[src/rtl/time_set_ctrl.sv]
// Time-set entry controller: collects six debounced keypad digits into a BCD
// HHMMSS word, range-checks each digit, and hands the result to the watch counters.
`timescale 1ns/1ps

module time_set_ctrl #(
  parameter int unsigned TIMEOUT_CYC = 10000
) (
  input  logic        clk,
  input  logic        rst,
  input  logic        set_time,
  input  logic [9:0]  keypad,
  output logic [23:0] ld_time,
  output logic        load,
  output logic        entry_active,
  output logic [2:0]  digit_pos,
  output logic        key_err,
  output logic        abort
);

  typedef enum logic [1:0] {
    IDLE      = 2'd0,
    ENTRY     = 2'd1,
    COMMIT    = 2'd2,
    WAIT_EXIT = 2'd3
  } state_e;

  localparam logic [13:0] TMO_LAST = 14'(TIMEOUT_CYC - 1);

  state_e      state_q, state_d;
  logic [9:0]  kp_q, kp_prev_q;
  logic [23:0] ld_time_q, ld_time_d;
  logic [2:0]  digit_pos_q, digit_pos_d;
  logic [13:0] tmo_q, tmo_d;
  logic        key_err_q, key_err_d;
  logic        abort_q, abort_d;

  logic        press;
  logic        multi_hot;
  logic [3:0]  key_val;
  logic [3:0]  limit;
  logic        valid;
  logic [4:0]  nib_lsb;

  // Press = rising edge of "any key down"; a key already held never re-triggers.
  assign press     = (kp_q != 10'd0) && (kp_prev_q == 10'd0);
  assign multi_hot = !$onehot(kp_q);
  assign nib_lsb   = {3'(3'd5 - digit_pos_q), 2'b00};
  assign valid     = !multi_hot && (key_val <= limit);

  always_comb begin
    key_val = 4'd0;
    for (int i = 0; i < 10; i++) begin
      if (kp_q[i]) key_val = 4'(i);
    end
  end

  // Hours-units limit depends on the tens digit already entered (20..23).
  always_comb begin
    case (digit_pos_q)
      3'd0:    limit = 4'd2;
      3'd1:    limit = (ld_time_q[23:20] == 4'd2) ? 4'd3 : 4'd9;
      3'd2:    limit = 4'd5;
      3'd3:    limit = 4'd9;
      3'd4:    limit = 4'd5;
      default: limit = 4'd9;
    endcase
  end

  // NOTE: sequential state uses non-blocking assignments so every register
  // samples the pre-edge values, independent of statement order.
  always_ff @(posedge clk or negedge rst) begin
    if (!rst) begin
      state_q     <= IDLE;
      kp_q        <= '0;
      kp_prev_q   <= '0;
      ld_time_q   <= '0;
      digit_pos_q <= '0;
      tmo_q       <= '0;
      key_err_q   <= 1'b0;
      abort_q     <= 1'b0;
    end else begin
      state_q     <= state_d;
      kp_q        <= keypad;
      kp_prev_q   <= kp_q;
      ld_time_q   <= ld_time_d;
      digit_pos_q <= digit_pos_d;
      tmo_q       <= tmo_d;
      key_err_q   <= key_err_d;
      abort_q     <= abort_d;
    end
  end

  // NOTE: every signal gets a default before the case so no path leaves it
  // unassigned, which would otherwise infer a latch.
  always_comb begin
    state_d     = state_q;
    ld_time_d   = ld_time_q;
    digit_pos_d = digit_pos_q;
    tmo_d       = tmo_q;
    key_err_d   = 1'b0;
    abort_d     = 1'b0;
    case (state_q)
      IDLE: begin
        if (set_time) begin
          state_d     = ENTRY;
          ld_time_d   = '0;
          digit_pos_d = '0;
          tmo_d       = '0;
        end
      end
      ENTRY: begin
        if (!set_time) begin
          state_d = IDLE;
          abort_d = 1'b1;
        end else if (press) begin
          tmo_d = '0;
          if (valid) begin
            ld_time_d[nib_lsb +: 4] = key_val;
            if (digit_pos_q == 3'd5) state_d = COMMIT;
            else                     digit_pos_d = 3'(digit_pos_q + 3'd1);
          end else begin
            key_err_d = 1'b1;
          end
        end else if (tmo_q == TMO_LAST) begin
          state_d = WAIT_EXIT;
          abort_d = 1'b1;
        end else if (tmo_q != '1) begin
          tmo_d = 14'(tmo_q + 14'd1);
        end
      end
      COMMIT:    state_d = WAIT_EXIT;
      WAIT_EXIT: if (!set_time) state_d = IDLE;
      default:   state_d = IDLE;
    endcase
  end

  always_comb begin
    load         = (state_q == COMMIT);
    entry_active = (state_q == ENTRY);
    ld_time      = ld_time_q;
    digit_pos    = digit_pos_q;
    key_err      = key_err_q;
    abort        = abort_q;
  end

endmodule

[config.mk]
export PLATFORM = sky130hd
export DESIGN_NAME = time_set_ctrl
export DESIGN_NICKNAME = d
export VERILOG_FILES = /design/src/rtl/time_set_ctrl.sv
export SDC_FILE = /design/constraint.sdc
export NUM_CORES = 1
export LEC_CHECK = 0
export ABC_AREA = 0
export BUFFER_PORTS_ARGS = -buffer_cell sky130_fd_sc_hd__buf_2
export CAP_MARGIN = 10
export CORE_MARGIN = 2
export CORE_UTILIZATION = 45
export CTS_CLUSTER_DIAMETER = 60
export CTS_CLUSTER_SIZE = 10
export DETAILED_ROUTE_END_ITERATION = 10
export GPL_TIMING_DRIVEN = 0
export SYNTH_ARGS = -nofsm -noshare
export SYNTH_HDL_FRONTEND = slang
export SYNTH_SLANG_ARGS = --single-unit
[constraint.sdc]
create_clock -name clk -period 10.5 [get_ports clk]
set_input_delay 0.525 -clock clk [delete_from_list [all_inputs] [get_ports clk]]
set_output_delay 0.525 -clock clk [all_outputs]
set_load 0.01 [all_outputs]
==> results, run 1 <==
- The arrival time of data at the critical path endpoint is roughly 4.8 ns.
- The clock passes through at most 2 buffers.
- The number of clock sinks seen by CTS is 65.
- The synthesized netlist devotes roughly 17% of its cell area to compound gates.
- After floorplanning, the core was sized to cover a little over 7000 sq um.
- The peak supply drop is about 0.083 mV.
- The number of standard-cell rows in the floorplan is 31.
- The worst slew margin relative to its limit is between 40 and 50%.
- Dividing total power by cell area gives a power density of roughly 140 nW/um^2.
- On the worst path, the slowest cell contributes a delay of 0.52 ns.
- The post-route clock period utilization is between 40% and 50%.
- At the pin with the least slew margin, the transition time is between 0.8 and 0.9 ns.
- The worst slack at placement is approximately 6.1 ns.
- Ranked by total cell area, the synthesized netlist is headed by dfrtp_1 48%, ha_1 5.2%, fa_1 3.6%.
- The number of distinct library cells after synthesis is 55.
- The area share of fa/ha/maj cells after synthesis is 8.76%.
- The kind of end point of the critical path is a flip-flop.
- The count of synthesis-stage warnings from yosys is 0.
- The number of design rule violations left after detail routing is 0.
- The count of TritonRoute iterations in the first routing pass is 4.
- The reported max-cap violation count is 0.
- In the layout the commonest cells are 65 x dfrtp_1, 43 x buf_2, 29 x inv_1.
- The setup slack after layout is between 6 and 7 ns.
- The proportion of synthesized chip area in sequential cells is around half.
- The cell count after synthesis came out at 325.
- In this run, synthesis produced a sequential element count of 65.
- The number of vias per cell is between 5 and 6.
- 44 I/O pins were placed.
- The number of buffers added for setup after CTS is 0.
- The most instantiated flip-flop cell in the synthesis netlist is dfrtp_1.
- The clock latency of the later-clocked register in the worst-skew pair is 0.35 ns.
- The first global-routing pass estimated between 10000 and 15000 microns of wire.
- The master of the slowest instance on the critical path is fa_1.
- The total count of hold-check failures in the final report is 0.
- For this run, the total global-route usage over all layers was measured as just over 20%.
- Once the floorplan was initialized, standard cells occupied 46.5% of the core.
- The via count of the first global-routing pass is about 2600.
- After the first detailed-routing iteration, the DRC count stood at roughly 140.
- The post-detailed-placement half-perimeter wirelength is between 5000 and 6000 microns.
- The height of the die is 90.5 microns.
- The flow ran to the end, and the final reports show no timing, DRC or antenna violations.
- After clock tree synthesis, the clock-pin slew on the worst setup and hold paths is 0.08 ns.
- In this run the mean area of a mapped cell was between 10 and 15 sq um.
- The number of inserted diodes is 0.
- The worst setup path is launched from a flip-flop.
- The required time reported for the critical path endpoint is between 10 and 15 ns.
- Traced cell by cell, the critical path runs through fa_1, fa_1, inv_1, fa_1, inv_1, ha_1, inv_1, fa_1, a2111oi_0, a21o_1, nand3_1, or2_2, nor4_4, a32o_1.
- The post-place instance area is 3710 sq um.
- The area of the die is about 8000 sq um.
- Entering global routing, the biggest net connects 66 pins.
- The clock tree from TritonCTS is built.
- Global routing finished with a remaining overflow of 0.
- Port buffering added 43 buffers.
- The number of H-tree branching levels is 3.
- The hold buffer count at cts is 0.
- Setup violations remaining at the end of the flow were counted as 0.
- The number of clock buffers inserted by TritonCTS is 9.
- The simple-gate share of the synthesized area is approximately a fifth.
- dfrtp_1 takes more of the synthesized area than any other cell.
- The worst-case reg-to-reg path depth is 14.
- The critical path is of the flip-flop to flip-flop type.
- Counting flops with an async set or reset pin after synthesis yields a share of 100%.
- The launching element of the worst setup path is kp_q[0]$_DFF_PN0_.
- The max-slew violation total from the final report is 0.
- The xor/xnor cell area share of the yosys netlist is less than 1%.
- The initial antenna violation count is 0.
- Synthesis produced a netlist with a net count of 358.
- In this run the worst hold path is classified as primary input to async pin.
- The routed design could run at a clock period as short as around 4.5 ns.
- The peak clock frequency supported by timing is approximately 0.22 GHz.
- Summing internal, switching and leakage power gives 0.000537 W.
- Setup repair after global routing left no endpoint under its margin.
- The highest net fanout along the worst path is 5.
- The routability-driven placement congestion ratio is a little under 0.9.
- After routing the design area is ~3900 sq um.
- The leading cell type in the layout, fill and taps excluded is dfrtp_1.
- Summing every instance area after synthesis gives 3370 sq um.
- The final setup TNS is 0 ns.
- The fraction of synthesized area in multiplexers is less than 1%.
- Measured along the x axis, the die boundary spans slightly above 90 microns.
- Post-CTS repair changed the size of 0 cells.
- Relative to the synthesized area, the layout overhead comes to 16.1%.
- The worst register-to-register path ends at ld_time[12]$_DFFE_PN0P_.
- The tree is rooted in a clkbuf_8.
- The filler cell count is between 600 and 700.
- The ratio of cells with drive above 1 in the final layout is 19.5%.
- The vias after detailed routing is 2715.
- The leakage power is about 1.8 nW.
- The cell with the most instances on the worst path is fa_1.
- In the final design database the tool counted between 400 and 500 nets.
- In this run the critical register-to-register path is launched from kp_q[0]$_DFF_PN0_.
- On the final layout, the worst clock skew is approximately 0.011 ns.
- Counting flops with a built-in enable in the synthesized netlist gives 0.
- The share of the synthesized area in the top cell type is 48.3%.
- By area, the combinational part of the netlist is dominated by simple AND/OR/NAND/NOR gates.
- In this run the remaining antenna-violating nets after routing total 0.
- The minimum setup slack among reg-to-reg paths is between 6 and 7 ns.
- The post-detailed-routing wire length is roughly 7800 microns.
- The routed wirelength normalized by instance count is 16.0 microns.
## state kept, by name (all words and copies together) (netlist names), named ones only
name,flops
ld_time,24
tmo_q,14
kp_q,10
key_err,1
state_q,1
kp_prev_q,10
abort,1
digit_pos,3
## power breakdown
group / internal, W / switching [W] / leakage, nW
clock: 0.000112 / 0.000108 / 0.100
combinational: 0.0000193 / 0.0000378 / 0.877
sequential: 0.000256 / 0.00000501 / 0.858
total: 0.000387 / 0.000151 / 1.84
## worst max-delay path: cells and delay by family (launching register included)
family                     cells  cell delay (ns)
buffers and inverters          3             0.18
adders and majority gates      5             2.00
DFF                            1             0.42
AOI/OAI and AO/OA              3             0.67
and+or+nand+nor                3             1.15
## through the flow
step | instances | hold slack [ns] | util (%)
3_5_place_dp | 467 | 0.430 | 51.2
4_1_cts | 483 | 0.257 | 53.9
6_report | 483 | 0.259 | 53.9
3_3_place_gp | 467 | 0.423 | 51.1
5_1_grt | 483 | 0.249 | 53.9
2_1_floorplan | 325 | 0.229 | -
## layout make-up
| cell class | count | area (sq um) | area share [%] |
|---|---|---|---|
| multi-input cells | 219 | 1580 | 40.3 |
| well taps | 99 | 124 | 3.17 |
| clock inverters | 7 | 77.6 | 1.98 |
| clock buffers | 9 | 124 | 3.17 |
| plain buffers | 12 | 57.6 | 1.47 |
| flip-flops and latches | 65 | 1630 | 41.6 |
| inverters | 29 | 109 | 2.78 |
| repair buffers | 43 | 218 | 5.56 |
## per-layer routing
| layer | GRT usage, % | routed length [microns] | up-vias | share of wire, % |
|---|---|---|---|---|
| li1 | - | - | 1293 | - |
| met1 | 27.9 | 3650 | 1342 | 47 |
| met2 | 30.8 | 3660 | 76 | 47 |
| met3 | 5.01 | 398 | 4 | 5.1 |
| met4 | 6.92 | 40 | 0 | 0.52 |
| met5 | 0 | 0 | - | 0 |
## how the worst max path moves through the flow
| stage | endpoint | slack [ns] | cells after the start |
|---|---|---|---|
| 6_report | ld_time[12]$_DFFE_PN0P_ | 6.02 | 14 |
| 5_1_grt | ld_time[16]$_DFFE_PN0P_ | 5.80 | 15 |
| 4_1_cts | ld_time[12]$_DFFE_PN0P_ | 6.02 | 14 |
| 3_5_place_dp | ld_time[12]$_DFFE_PN0P_ | 6.05 | 14 |
| 3_3_place_gp | ld_time[12]$_DFFE_PN0P_ | 6.11 | 14 |
| 2_1_floorplan | ld_time[12]$_DFFE_PN0P_ | 6.52 | 14 |
## synth_stat cells (all sizes together) (3+ instances only)
cell,count
dfrtp,65
inv,29
o21ai,21
nand2,19
a21oi,17
nor2,16
ha,14
nand3,12
a32o,11
nand4,10
nor3,10
a21o,7
and2,7
clkbuf,7
nor4,7
fa,6
or3,6
buf,5
nand2b,5
and3,4
o22ai,4
o2bb2ai,4
and4,3
nand3b,3
nor2b,3
o31ai,3
or2,3
## cells by family (layout without fill, tap and decap cells)
family	count (synthesis)	in the layout
AO/OA/AOI/OAI	83	83
XOR/XNOR	2	2
adder cells (fa/ha/maj)	20	20
buffers and inverters	41	100
flip-flops	65	65
multiplexers	1	1
AND/OR/NAND/NOR	113	113
(Power assumes the default switching activity.)
==> run 2, diff against run 1 <==
--- a/config.mk
+++ b/config.mk
@@ -5,7 +5,7 @@
 export SDC_FILE = /design/constraint.sdc
 export NUM_CORES = 1
 export LEC_CHECK = 0
-export ABC_AREA = 0
+export ABC_AREA = 1
 export BUFFER_PORTS_ARGS = -buffer_cell sky130_fd_sc_hd__buf_2
 export CAP_MARGIN = 10
 export CORE_MARGIN = 2
==> constraint.sdc (replaced) <==
create_clock -name clk -period 4.7 [get_ports clk]
set_input_delay 0.235 -clock clk [delete_from_list [all_inputs] [get_ports clk]]
set_output_delay 0.235 -clock clk [all_outputs]
set_load 0.01 [all_outputs]
==> run 2 against run 1 <==
  * The run now ends with negative hold slack left
  * Critical path depth is 4 higher
  * Worst setup slack lost 5.4 ns
  * Die area rose by 9.6%
  * Count of clock-buffer cells in the layout rose by 2
  * Wire length is 3.8% higher
  * Register-to-register slack got worse by 5.4 ns
  * Synthesized area grew 10%
  * First-iteration DRC count rose by 69%
  * Critical path type unchanged
  * Critical endpoint is now ld_time[3]$_DFFE_PN0P_
  * Highest routed layer unchanged
==> results, run 2 <==
- The core utilization of the finished layout was 53.8% (-0.12 points).
- The combinational group share of total power is 47.5% (+37 points).
- The synthesized flop and latch total is 65 (unchanged).
- The post-detailed-placement half-perimeter wirelength came to 6020 microns (+7.0%).
- The overall fraction of global-route tracks in use was 20.0% (-0.15 points).
- The slew at the pin with the worst max-slew slack is 0.799 ns (-0.0327 ns).
- The peak clock frequency supported by timing is 0.247 GHz (+11%).
- The hold slack is -0.0402 ns (-0.299 ns).
- The number of inserted diodes was 0 (unchanged).
- The total standard cell area after synthesis is 3710 sq um (+10%).
- The worst slew margin relative to its limit is 46.7% (+2.7 points).
- The number of H-tree branching levels is 3 (unchanged).
- The clock-pin slew on the worst setup and hold paths was 0.07 ns (about the same).
- The count of TritonRoute iterations in the first routing pass is 4 (unchanged).
- The tree is rooted in a clkbuf_8.
- The peak supply drop is 0.218 mV (+160%).
- The number of buffers added for setup after CTS is 0 (unchanged).
- Of all cell types, the one taking the most synthesized area is dfrtp_1.
- The number of distinct library cells after synthesis came to 36 (-35%).
- The net switching power of the design came to 0.000985 W (+550%).
- The clock latency of the later-clocked register in the worst-skew pair came to 0.34 ns (about the same).
- The cell with the most instances on the worst path is nand2_1.
- The routed wirelength normalized by instance count was 12.9 microns (-20%).
- The fraction of synthesis flops using an asynchronous set or reset pin was 100% (unchanged).
- The final setup TNS is 0 ns (unchanged).
- The minimum setup slack among reg-to-reg paths is 0.65 ns (-5.37 ns).
- Counting instances in the post-synthesis netlist gives the leading cell types as 117 x nand2_1, 65 x dfrtp_1, 51 x inv_1, 41 x nor2_1, 29 x nand3_1.
- The count of buffers from port buffering is 43 (unchanged).
- The library cell used most frequently in the layout, excluding fill and tap cells, is nand2_1.
- The number of vias per cell was 5.03 (-10%).
- The kind of end point of the critical path is a flip-flop.
- The shortest clock period the worst path allows after layout was 4.05 ns (-0.433 ns).
- The placed instance count was 598 (+28%).
- The flip-flop count of the largest register, all copies and words added was 24 (unchanged).
- The area of the die came to 8990 sq um (+9.6%).
- The setup path with the least slack is of type flip-flop to flip-flop.
- The run finished, with violations left.
- The number of nets produced by synthesis is 483 (+35%).
- In the layout the commonest cells are 117 x nand2_1, 65 x dfrtp_1, 51 x inv_1.
- The maximum cell stage delay along the critical path is 0.52 ns (about the same).
- The synthesized instance count is 450 (+38%).
- Setup repair after global routing left no endpoint under its margin.
- The highest net fanout along the worst path came to 10 (+5).
- The signal on the critical path passes through fa_1, fa_1, inv_1, fa_1, inv_1, ha_1, inv_1, fa_1, nand2_1, o21bai_1, nor2_1, nand2_1, nand2_4, nand2_1, nor2_2, nand2_1, nand2_1, nand2_1.
- The setup violation total in the final timing report came to 0 (unchanged).
- The internal power of the cells is 0.00123 W (+220%).
- The required time reported for the critical path endpoint is 4.93 ns (-5.85 ns).
- The slowest stage of the critical path belongs to the cell fa_1.
- The number of design rule violations left after detail routing is 0 (unchanged).
- The number of routed nets with antenna violations was 0 (unchanged).
- The horizontal die dimension was 94.8 microns (+4.7%).
- The clock network fraction of design power was 21.4% (-19 points).
- The leakage power is 2.21 nW (+20%).
- The share of the synthesized area in the top cell type is 43.8% (-4.4 points).
- Among all cell types in the netlist, the one instantiated most often is nand2_1.
- The count of flip-flops with a built-in enable after synthesis came to 0 (unchanged).
- The number of buffers between clock root and the deepest sink is 2 (unchanged).
- The max-slew violation total from the final report is 0 (unchanged).
- The total count of hold-check failures in the final report is 28 (+28).
- The initial standard-cell utilization of the core came to 45.8% (-0.61 points).
- The vias after detailed routing is 3140 (+16%).
- The portion of total power attributed to sequential cells is 31.2% (-17 points).
- The routability-driven placement congestion ratio is 0.918 (+3.0%).
- The switching part of the total is 44.4% (+16 points).
- The number of clock sinks seen by CTS is 65 (unchanged).
- The post-detailed-routing wire length came to 8040 microns (+3.8%).
- The reported max-cap violation count came to 0 (unchanged).
- The tightest min-delay check is of the primary input to async pin type.
- The post-route clock period utilization came to 86.1% (+43 points).
- The filler cell count is 770 (+20%).
- The number of ports placed on the die boundary is 44 (unchanged).
- The most used flip-flop cell after synthesis is dfrtp_1.
- The count of synthesis-stage warnings from yosys is 0 (unchanged).
- The via count of the first global-routing pass is 3020 (+16%).
- The area inside the core boundary is 8090 sq um (+12%).
- The pin count of the biggest net entering global routing was 66 (unchanged).
- By area the synthesized netlist is led by dfrtp_1 44%, nand2_1 12%, inv_1 5.2%.
- The mean post-synth cell area came to 8.24 sq um (-20%).
- The global-route wire length before repair came to 13800 microns (+6.6%).
- The worst setup path is launched from a flip-flop.
- Compared with the post-synthesis result, the final layout area differs by 17.4%.
- The power per standard cell area is 509 nW/um^2 (+270%).
- The number of standard-cell rows in the floorplan is 33 (+6.5%).
- The net count of the finished layout is 547 (+33%).
- The final setup skew is 0.00664 ns (-0.00419 ns).
- The final cell count without fillers is 624 (+29%).
- The violation count after the first detailed-routing iteration is 243 (+69%).
- The height of the die is 94.8 microns (+4.7%).
- The ratio of cells with drive above 1 in the final layout came to 21.0% (+1.5 points).
- The sum of overflow across all layers after global routing is 0 (unchanged).
- The initial antenna violation count is 0 (unchanged).
- The number of clock buffers inserted by TritonCTS is 9 (unchanged).
- The proportion of synthesized chip area in sequential cells is 43.8% (-4.4 points).
- The arrival time of data at the critical path endpoint is 4.28 ns (-0.48 ns).
- The checks that failed: negative hold slack.
- TritonCTS built the clock tree.
run 2: cell count changes after synthesis, moves of 11 or more:
cell,before,now
o21ai_0,19,4
o21ai_1,1,16
nand3_1,12,29
a32o_1,11,0
nand2_1,19,117
inv_1,29,51
nor2_1,16,41
run 2: final timing paths:
path | from | cells past startpoint | to
worst max-delay path | kp_q[0]$_DFF_PN0_ | 18 | ld_time[3]$_DFFE_PN0P_
worst min-delay path | rst | 1 | tmo_q[4]$_DFFE_PN0P_
worst max register to register | kp_q[0]$_DFF_PN0_ | 18 | ld_time[3]$_DFFE_PN0P_
worst min register to register | kp_q[6]$_DFF_PN0_ | 0 | kp_prev_q[6]$_DFF_PN0_
max in group asynchronous | rst | 1 | kp_q[5]$_DFF_PN0_
min in group clk | set_time | 2 | abort$_DFF_PN0_
run 2: layout make-up:
class / count / area [sq um] / share of cell area, %
plain buffers: 6 / 53.8 / 1.24
repair buffers: 53 / 318 / 7.30
inverters: 62 / 236 / 5.43
multi-input cells: 317 / 1790 / 41.2
clock buffers: 11 / 141 / 3.25
flip-flops and latches: 65 / 1630 / 37.3
clock inverters: 5 / 55.1 / 1.26
well taps: 105 / 131 / 3.02
run 2: per-stage QoR:
step	power (W)	hold WS (ns)	area [sq um]	setup WS [ns]
4_1_cts	0.00223	0.0134	4360	0.616
3_3_place_gp	0.00173	0.342	4060	0.662
5_1_grt	0.00241	0.0590	4360	0.349
6_report	0.00222	-0.0402	4360	0.653
3_5_place_dp	0.00174	0.344	4060	0.638
2_1_floorplan	0.00149	-0.0606	3710	1.05
run 2: worst max-delay path, delay by kind of cell (launching register included):
kind	cells	cell delay [ns]
flip-flops	1	0.41
AND/OR/NAND/NOR	9	1.11
AO/OA/AOI/OAI	1	0.15
adder cells (fa/ha/maj)	5	2.10
buffers and inverters	3	0.17
run 2: repair_timing:
| action | 4_1_cts | 5_1_grt |
|---|---|---|
| setup endpoints to repair | 0 | 0 |
| gates resized for setup | 0 | 0 |
| endpoints found under the hold margin | 10 | 0 |
| hold buffers | 10 | 0 |
run 2: logic make-up after synthesis:
logic type / share of synthesized area [%]
xor gates and xnor gates: 1.18
DFF: 43.8
and+or+nand+nor: 32.1
AOI/OAI and AO/OA: 7.12
buffers and inverters: 7.82
adders and majority gates: 7.96
run 2: layer usage:
| metal | part of all wire (%) | GRT usage (%) | wire, microns | up-vias |
|---|---|---|---|---|
| li1 | - | - | - | 1588 |
| met1 | 48 | 26.7 | 3860 | 1472 |
| met2 | 46 | 32.3 | 3730 | 69 |
| met3 | 4.1 | 3.43 | 326 | 11 |
| met4 | 1.6 | 7.73 | 130 | 0 |
| met5 | 0 | 0 | 0 | - |
run 2: power by group through the flow:
stage / Combinational [W] / Sequential [W] / Clock, W
global route: 0.00119 / 0.000702 / 0.000515
finish: 0.00105 / 0.000691 / 0.000474
CTS: 0.00105 / 0.000691 / 0.000487
global placement: 0.00103 / 0.000699 / 0
floorplan: 0.000780 / 0.000705 / 0
detailed placement: 0.00104 / 0.000702 / 0
